==> src/rtl/coh_pkg.sv <==
// Coherence definitions shared by the snooping cache controllers and the data-bus selector.
// Holds line states, bus commands, bus-word field positions and a bus-word packing helper.
package coh_pkg;

    localparam logic [1:0] ST_I = 2'b00;
    localparam logic [1:0] ST_S = 2'b01;
    localparam logic [1:0] ST_M = 2'b10;

    localparam logic [1:0] CMD_NONE = 2'b00;
    localparam logic [1:0] CMD_RD   = 2'b01;
    localparam logic [1:0] CMD_RDX  = 2'b10;
    localparam logic [1:0] CMD_WB   = 2'b11;

    localparam int WORD_W  = 12;
    localparam int WB_BIT  = 11;
    localparam int SUP_BIT = 10;
    localparam int ST_HI   = 9;
    localparam int ST_LO   = 8;
    localparam int ADDR_HI = 7;
    localparam int ADDR_LO = 4;
    localparam int DATA_HI = 3;
    localparam int DATA_LO = 0;

    typedef struct packed {
        logic [1:0] state;
        logic [3:0] addr;
        logic [3:0] data;
    } line_t;

    function automatic logic [WORD_W-1:0] bus_word(input logic wb, input logic sup, input line_t line);
        logic [WORD_W-1:0] w;
        w                   = '0;
        w[WB_BIT]           = wb;
        w[SUP_BIT]          = sup;
        w[ST_HI:ST_LO]      = line.state;
        w[ADDR_HI:ADDR_LO]  = line.addr;
        w[DATA_HI:DATA_LO]  = line.data;
        return w;
    endfunction

endpackage

==> src/rtl/cache_line_array.sv <==
// Direct-mapped line storage: CPU-side lookup, single write port and the snoop-update path.
// The lookup result already reflects a snoop hitting the same line in the same cycle.
module cache_line_array
    import coh_pkg::*;
#(
    parameter int  PROC_ID   = 0,
    parameter int  NUM_LINES = 4,
    localparam int IDX_W     = $clog2(NUM_LINES)
) (
    input  logic             clk,
    input  logic             rst,
    input  logic [IDX_W-1:0] lk_idx,
    output line_t            lk_line,
    input  logic             snp_valid,
    input  logic [1:0]       snp_cmd,
    input  logic [3:0]       snp_addr,
    input  logic [1:0]       snp_owner,
    output logic             snp_hit,
    output line_t            snp_line,
    input  logic             wr_en,
    input  line_t            wr_line
);

    localparam logic [1:0] MY_ID = 2'(PROC_ID);

    logic [1:0]       state_q [NUM_LINES];
    logic [1:0]       state_d [NUM_LINES];
    logic [3:0]       addr_q  [NUM_LINES];
    logic [3:0]       addr_d  [NUM_LINES];
    logic [3:0]       data_q  [NUM_LINES];
    logic [3:0]       data_d  [NUM_LINES];
    logic [IDX_W-1:0] snp_idx;
    logic [1:0]       snp_state_post;

    assign snp_idx = snp_addr[IDX_W-1:0];

    // NOTE: every signal written here gets a default first, so no path can infer a latch.
    always_comb begin
        snp_line = {state_q[snp_idx], addr_q[snp_idx], data_q[snp_idx]};
        snp_hit  = snp_valid && (snp_owner != MY_ID)
                && ((snp_cmd == CMD_RD) || (snp_cmd == CMD_RDX))
                && (snp_line.state != ST_I) && (snp_line.addr == snp_addr);
        snp_state_post = (snp_cmd == CMD_RDX) ? ST_I : ST_S;

        lk_line = {state_q[lk_idx], addr_q[lk_idx], data_q[lk_idx]};
        if (snp_hit && (snp_idx == lk_idx)) begin
            lk_line.state = snp_state_post;
        end

        state_d = state_q;
        addr_d  = addr_q;
        data_d  = data_q;
        if (snp_hit) begin
            state_d[snp_idx] = snp_state_post;
        end
        // Controller writes (fill, writeback invalidate) override a same-cycle snoop update.
        if (wr_en) begin
            state_d[lk_idx] = wr_line.state;
            addr_d[lk_idx]  = wr_line.addr;
            data_d[lk_idx]  = wr_line.data;
        end
    end

    // NOTE: only the line states are reset; tag and data contents are don't-care while a line is I.
    // NOTE: sequential state uses <= so every flop samples pre-edge values.
    always_ff @(posedge clk) begin
        if (rst) begin
            for (int i = 0; i < NUM_LINES; i++) begin
                state_q[i] <= ST_I;
            end
        end else begin
            state_q <= state_d;
        end
    end

    always_ff @(posedge clk) begin
        addr_q <= addr_d;
        data_q <= data_d;
    end

endmodule

==> src/rtl/snoop_cache_ctrl.sv <==
// Per-core snooping MSI cache controller: CPU handshake, miss/writeback FSM and snoop supply.
// Every output is a registered copy of a _q flop.
module snoop_cache_ctrl
    import coh_pkg::*;
#(
    parameter int PROC_ID   = 0,
    parameter int NUM_LINES = 4
) (
    input  logic              clk,
    input  logic              rst,
    input  logic              cpu_req,
    input  logic              cpu_we,
    input  logic [3:0]        cpu_addr,
    input  logic [3:0]        cpu_wdata,
    output logic              cpu_ready,
    output logic [3:0]        cpu_rdata,
    output logic              bus_req,
    input  logic              bus_grant,
    output logic [1:0]        bus_cmd,
    output logic [3:0]        bus_addr,
    input  logic              snp_valid,
    input  logic [1:0]        snp_cmd,
    input  logic [3:0]        snp_addr,
    input  logic [1:0]        snp_owner,
    input  logic [WORD_W-1:0] data_in,
    output logic [WORD_W-1:0] supply_word
);

    localparam int IDX_W = $clog2(NUM_LINES);

    typedef enum logic [2:0] {IDLE, WB_REQ, WB_ISSUE, REQ, ISSUE, RESP} fsm_e;

    fsm_e              state_q, state_d;
    logic              cpu_ready_q, cpu_ready_d;
    logic [3:0]        cpu_rdata_q, cpu_rdata_d;
    logic              bus_req_q, bus_req_d;
    logic [1:0]        bus_cmd_q, bus_cmd_d;
    logic [3:0]        bus_addr_q, bus_addr_d;
    logic [WORD_W-1:0] supply_word_q, supply_word_d;

    line_t lk_line;
    line_t snp_line;
    line_t wr_line;
    line_t wb_line;
    logic  snp_hit;
    logic  wr_en;
    logic  hit;
    logic  unused_data_in;

    assign unused_data_in = ^data_in[WORD_W-1:DATA_HI+1];
    assign wb_line        = '{state: ST_M, addr: lk_line.addr, data: lk_line.data};

    cache_line_array #(
        .PROC_ID   (PROC_ID),
        .NUM_LINES (NUM_LINES)
    ) u_lines (
        .clk       (clk),
        .rst       (rst),
        .lk_idx    (cpu_addr[IDX_W-1:0]),
        .lk_line   (lk_line),
        .snp_valid (snp_valid),
        .snp_cmd   (snp_cmd),
        .snp_addr  (snp_addr),
        .snp_owner (snp_owner),
        .snp_hit   (snp_hit),
        .snp_line  (snp_line),
        .wr_en     (wr_en),
        .wr_line   (wr_line)
    );

    always_comb begin
        state_d       = state_q;
        cpu_ready_d   = 1'b0;
        cpu_rdata_d   = '0;
        bus_req_d     = bus_req_q;
        bus_cmd_d     = CMD_NONE;
        bus_addr_d    = '0;
        supply_word_d = snp_hit ? bus_word(1'b0, 1'b1, snp_line) : '0;
        wr_en         = 1'b0;
        wr_line       = lk_line;
        hit           = (lk_line.state != ST_I) && (lk_line.addr == cpu_addr);

        case (state_q)
            IDLE: begin
                // While cpu_ready is showing, the still-held request is the one just completed.
                if (cpu_req && !cpu_ready_q) begin
                    if (hit && (!cpu_we || (lk_line.state == ST_M))) begin
                        cpu_ready_d = 1'b1;
                        if (cpu_we) begin
                            wr_en        = 1'b1;
                            wr_line.data = cpu_wdata;
                            cpu_rdata_d  = cpu_wdata;
                        end else begin
                            cpu_rdata_d  = lk_line.data;
                        end
                    end else begin
                        bus_req_d = 1'b1;
                        state_d   = ((lk_line.state == ST_M) && (lk_line.addr != cpu_addr)) ? WB_REQ : REQ;
                    end
                end
            end
            WB_REQ: begin
                if (bus_grant) begin
                    state_d       = WB_ISSUE;
                    bus_req_d     = 1'b0;
                    bus_cmd_d     = CMD_WB;
                    bus_addr_d    = lk_line.addr;
                    supply_word_d = bus_word(1'b1, 1'b0, wb_line);
                end
            end
            WB_ISSUE: begin
                wr_en         = 1'b1;
                wr_line.state = ST_I;
                bus_req_d     = 1'b1;
                state_d       = REQ;
            end
            REQ: begin
                if (bus_grant) begin
                    state_d    = ISSUE;
                    bus_req_d  = 1'b0;
                    bus_cmd_d  = cpu_we ? CMD_RDX : CMD_RD;
                    bus_addr_d = cpu_addr;
                end
            end
            ISSUE: begin
                state_d = RESP;
            end
            RESP: begin
                wr_en         = 1'b1;
                wr_line.state = cpu_we ? ST_M : ST_S;
                wr_line.addr  = cpu_addr;
                wr_line.data  = cpu_we ? cpu_wdata : data_in[DATA_HI:DATA_LO];
                cpu_ready_d   = 1'b1;
                cpu_rdata_d   = wr_line.data;
                state_d       = IDLE;
            end
            default: begin
                state_d = IDLE;
            end
        endcase
    end

    always_ff @(posedge clk) begin
        if (rst) begin
            state_q       <= IDLE;
            cpu_ready_q   <= 1'b0;
            cpu_rdata_q   <= '0;
            bus_req_q     <= 1'b0;
            bus_cmd_q     <= CMD_NONE;
            bus_addr_q    <= '0;
            supply_word_q <= '0;
        end else begin
            state_q       <= state_d;
            cpu_ready_q   <= cpu_ready_d;
            cpu_rdata_q   <= cpu_rdata_d;
            bus_req_q     <= bus_req_d;
            bus_cmd_q     <= bus_cmd_d;
            bus_addr_q    <= bus_addr_d;
            supply_word_q <= supply_word_d;
        end
    end

    assign cpu_ready   = cpu_ready_q;
    assign cpu_rdata   = cpu_rdata_q;
    assign bus_req     = bus_req_q;
    assign bus_cmd     = bus_cmd_q;
    assign bus_addr    = bus_addr_q;
    assign supply_word = supply_word_q;

endmodule

==> config.mk <==
export PLATFORM = sky130hd
export DESIGN_NAME = snoop_cache_ctrl
export DESIGN_NICKNAME = d
export VERILOG_FILES = /design/src/rtl/coh_pkg.sv /design/src/rtl/cache_line_array.sv /design/src/rtl/snoop_cache_ctrl.sv
export SDC_FILE = /design/constraint.sdc
export NUM_CORES = 1
export LEC_CHECK = 0
export CORE_MARGIN = 2
export CORE_UTILIZATION = 57
export CTS_BUF_LIST = sky130_fd_sc_hd__clkbuf_16
export DETAILED_ROUTE_END_ITERATION = 8
export DONT_BUFFER_PORTS = 1
export GPL_TIMING_DRIVEN = 0
export PLACE_DENSITY = 0.75
export SYNTH_ARGS = -nofsm -noshare
export SYNTH_HDL_FRONTEND = slang
export SYNTH_SLANG_ARGS = --single-unit
export TNS_END_PERCENT = 50
==> constraint.sdc <==
create_clock -name clk -period 3.1 [get_ports clk]
set_input_delay 0.62 -clock clk [delete_from_list [all_inputs] [get_ports clk]]
set_output_delay 0.62 -clock clk [all_outputs]
set_load 0.05 [all_outputs]
==> flow_metrics.tcl <==
set metrics [dict create \
    setup.worst_path.class "reg2reg" \
    h-tree-depth 3 \
    route.met2.wl_mm 3.68 \
    synth-seq-cells 67 \
    gr-usage-all-layers_pct 25.3 \
    layout_common_cells "dfxtp_1, nand2_1, edfxtp_1" \
    synthSimpleGateAreaFrac_pct 17.5 \
    finalCritPeriodShare_pct 99.7 \
    synth_cells 297 \
    synth-seq-area-share_pct 48.0 \
    synth_top_family_by_area "simple AND/OR/NAND/NOR gates" \
    min_path_type "in2reg" \
    antenna_cells 0 \
    slew_violations 0 \
    crit_path_start_kind "flip-flop" \
    wirelength_mm 7.93 \
    power_leakage_nw 1.37 \
    routedWlPerCell_microns 20.1 \
    synth_mux_area_share_pct 17.4 \
    drc_errors 0 \
    setup_viol 0 \
    synth_nets 332 \
    status "finished clean" \
    clk_path_buf_depth 2 \
    worst-path-max-fanout 10 \
    core_sq_um 5890 \
    wl_met3_microns 809 \
    endpoint_kind "flip-flop" \
    die_w_microns 81.9 \
    insertion_delay_ns 0.33 \
    peakVddDrop_mv 0.336 \
    finalCoreUtilization_pct 66.3 \
    worst_slew_margin_rel_pct 42.0 \
    highest_layer "met4" \
    vias_per_cell 6.32 \
    cts_tree "built" \
    vias 2490 \
    final_nets 349 \
    avgSynthCellArea_sq_um 11.6 \
    gp_congestion 0.834 \
    numCtsBuffers 9 \
    grt_pass1_wl_mm 12.4 \
    synth_fa_ha_area_share_pct 0.362 \
    synth_edf_count 32 \
    yosysWarnings 0 \
    dr.pass1.iters 4 \
    grt_setup_unrepaired "true" \
    buffer_ports.inserted 0 \
    ys_types 57 \
    start_util_pct 58.8 \
    wl_met1_mm 3.35 \
    ant_nets 0 \
    dpl.hpwl_mm 5.52 \
    cp.required_ns 3.32 \
    netlist_area_sq_um 3460 \
    clockRootBuffer "clkbuf_16" \
    die_area_sq_um 6710 \
    area_growth_pct 12.7 \
    io_pins 58 \
    hold_viol 0 \
    dp.cells 372 \
    cts_sinks 67 \
    rows 28 \
    antenna_found_initial 0 \
    max_clock_freq_mhz 324 \
    grt_pass1_vias 2385 \
    drive_above_1_share_pct 21.6 \
    clk_pin_slew_ns 0.05 \
    grt.overflow.total 0 \
    fin_crit_ns 3.09 \
    tightest_slew_ns 0.863 \
    synth-compound-area-share_pct 10.5 \
    power_density_nw_per_um2 557 \
    synthArstFlopShare_pct 0 \
    synth_xor_area_share_pct 2.28 \
    maxCapViolations 0 \
    synth-main-ff-cell "dfxtp_1" \
    fp.dieH_microns 81.9 \
    final_common_cell "dfxtp_1" \
    layoutNonFillerInstCount 394 \
    grt_max_degree 13 \
    dr.first_iter.drc_count 257 \
    finClkSkew_ns 0.00559 \
    crit_arrival_ns 3.31 \
]
-- layout make-up --
type	count	area [sq um]
Fill cell	433	1990
Buffer	16	88.8
Clock buffer	9	225
Inverter	14	52.6
Multi-Input combinational cell	200	1690
Sequential cell	67	1660
Tap cell	75	93.8
Timing Repair Buffer	6	45.0
Clock inverter	7	43.8
-- final timing paths --
check | startpoint | to | slack, ns | cells past startpoint
worst max-delay path | u_lines.addr_q[10] | u_lines.state_q[7] | 0.01 | 6
worst min-delay path | cpu_addr[2] | bus_addr[2] | 0.45 | 2
worst max register to register | u_lines.addr_q[10] | u_lines.state_q[7] | 0.01 | 6
worst min register to register | u_lines.state_q[4] | u_lines.state_q[4] | 0.59 | 4
-- cells in the mapped netlist, types with 3 or more instances --
cell type / instances / area share, %
buf_6: 3 / 0.98
nand2b_1: 5 / 0.90
mux2i_1: 13 / 3.8
nor2b_1: 4 / 0.72
nand3_1: 8 / 1.2
clkbuf_1: 9 / 0.98
dfxtp_1: 35 / 20
mux2_2: 3 / 0.98
nand2_1: 35 / 3.8
inv_1: 14 / 1.5
nor3b_1: 6 / 1.3
nor3_1: 4 / 0.58
mux4_2: 16 / 10
and2_1: 5 / 0.90
xnor2_1: 7 / 1.8
o32ai_1: 3 / 0.76
a221oi_2: 3 / 1.3
nor4_1: 7 / 1.3
a21oi_1: 13 / 1.9
o21ai_0: 4 / 0.58
o211ai_1: 3 / 0.65
nor2_1: 18 / 2.0
edfxtp_1: 32 / 28
a22o_1: 4 / 1.0
-- cells by family after synthesis --
logic type	after synthesis
DFF	67
AOI/OAI and AO/OA	45
and+or+nand+nor	109
buffers and inverters	30
muxes	36
adders and majority gates	1
xor gates and xnor gates	9
-- state kept, by name, indices dropped and copies added (netlist names) --
register         cells
u_lines.addr_q      16
u_lines.data_q      16
supply_word         12
u_lines.state_q      8
bus_addr             4
cpu_rdata            4
state_q              3
bus_cmd              2
bus_req              1
cpu_ready            1
-- where the power goes --
group	internal, mW	switching [mW]	leakage (nW)
registers	0.962	0.0508	0.573
clock network	0.536	0.380	0.128
logic	0.0979	0.147	0.669
total	1.60	0.577	1.37
-- per-layer routing --
metal | global-route usage, % | vias to the layer above
li1 | - | 1157
met1 | 36.2 | 1207
met2 | 37.3 | 115
met3 | 8.57 | 11
met4 | 6.17 | 0
met5 | 0 | -
-- critical path, cell delays in order, from the launching register on --
cell	delay (ns)
edfxtp_1	0.39
mux4_1	0.62
xnor2_1	0.28
nand4_1	0.26
o41a_4	0.48
nor3_4	0.53
mux2_2	0.40
-- through the flow --
stage	setup WS, ns	power, mW	hold slack (ns)	setup TNS, ns	instance area [sq um]
5_1_grt	-0.0836	2.25	0.453	-0.139	3900
2_1_floorplan	0.0193	1.21	0.541	0	3470
4_1_cts	0.00923	2.18	0.448	0	3880
6_report	0.00988	2.17	0.451	0	3900
3_3_place_gp	-0.359	1.26	0.571	-11.59	3560
3_5_place_dp	-0.379	1.26	0.583	-12.51	3560
-- timing repair --
| item | CTS | global route |
|---|---|---|
| buffers inserted | 6 | 0 |
| gates resized for setup | 1 | 2 |
| endpoints found under the setup margin | 6 | 10 |
| hold buffers | 0 | 0 |
| pin swaps | 2 | 0 |
No activity file was read; power rests on OpenSTA's default activity.
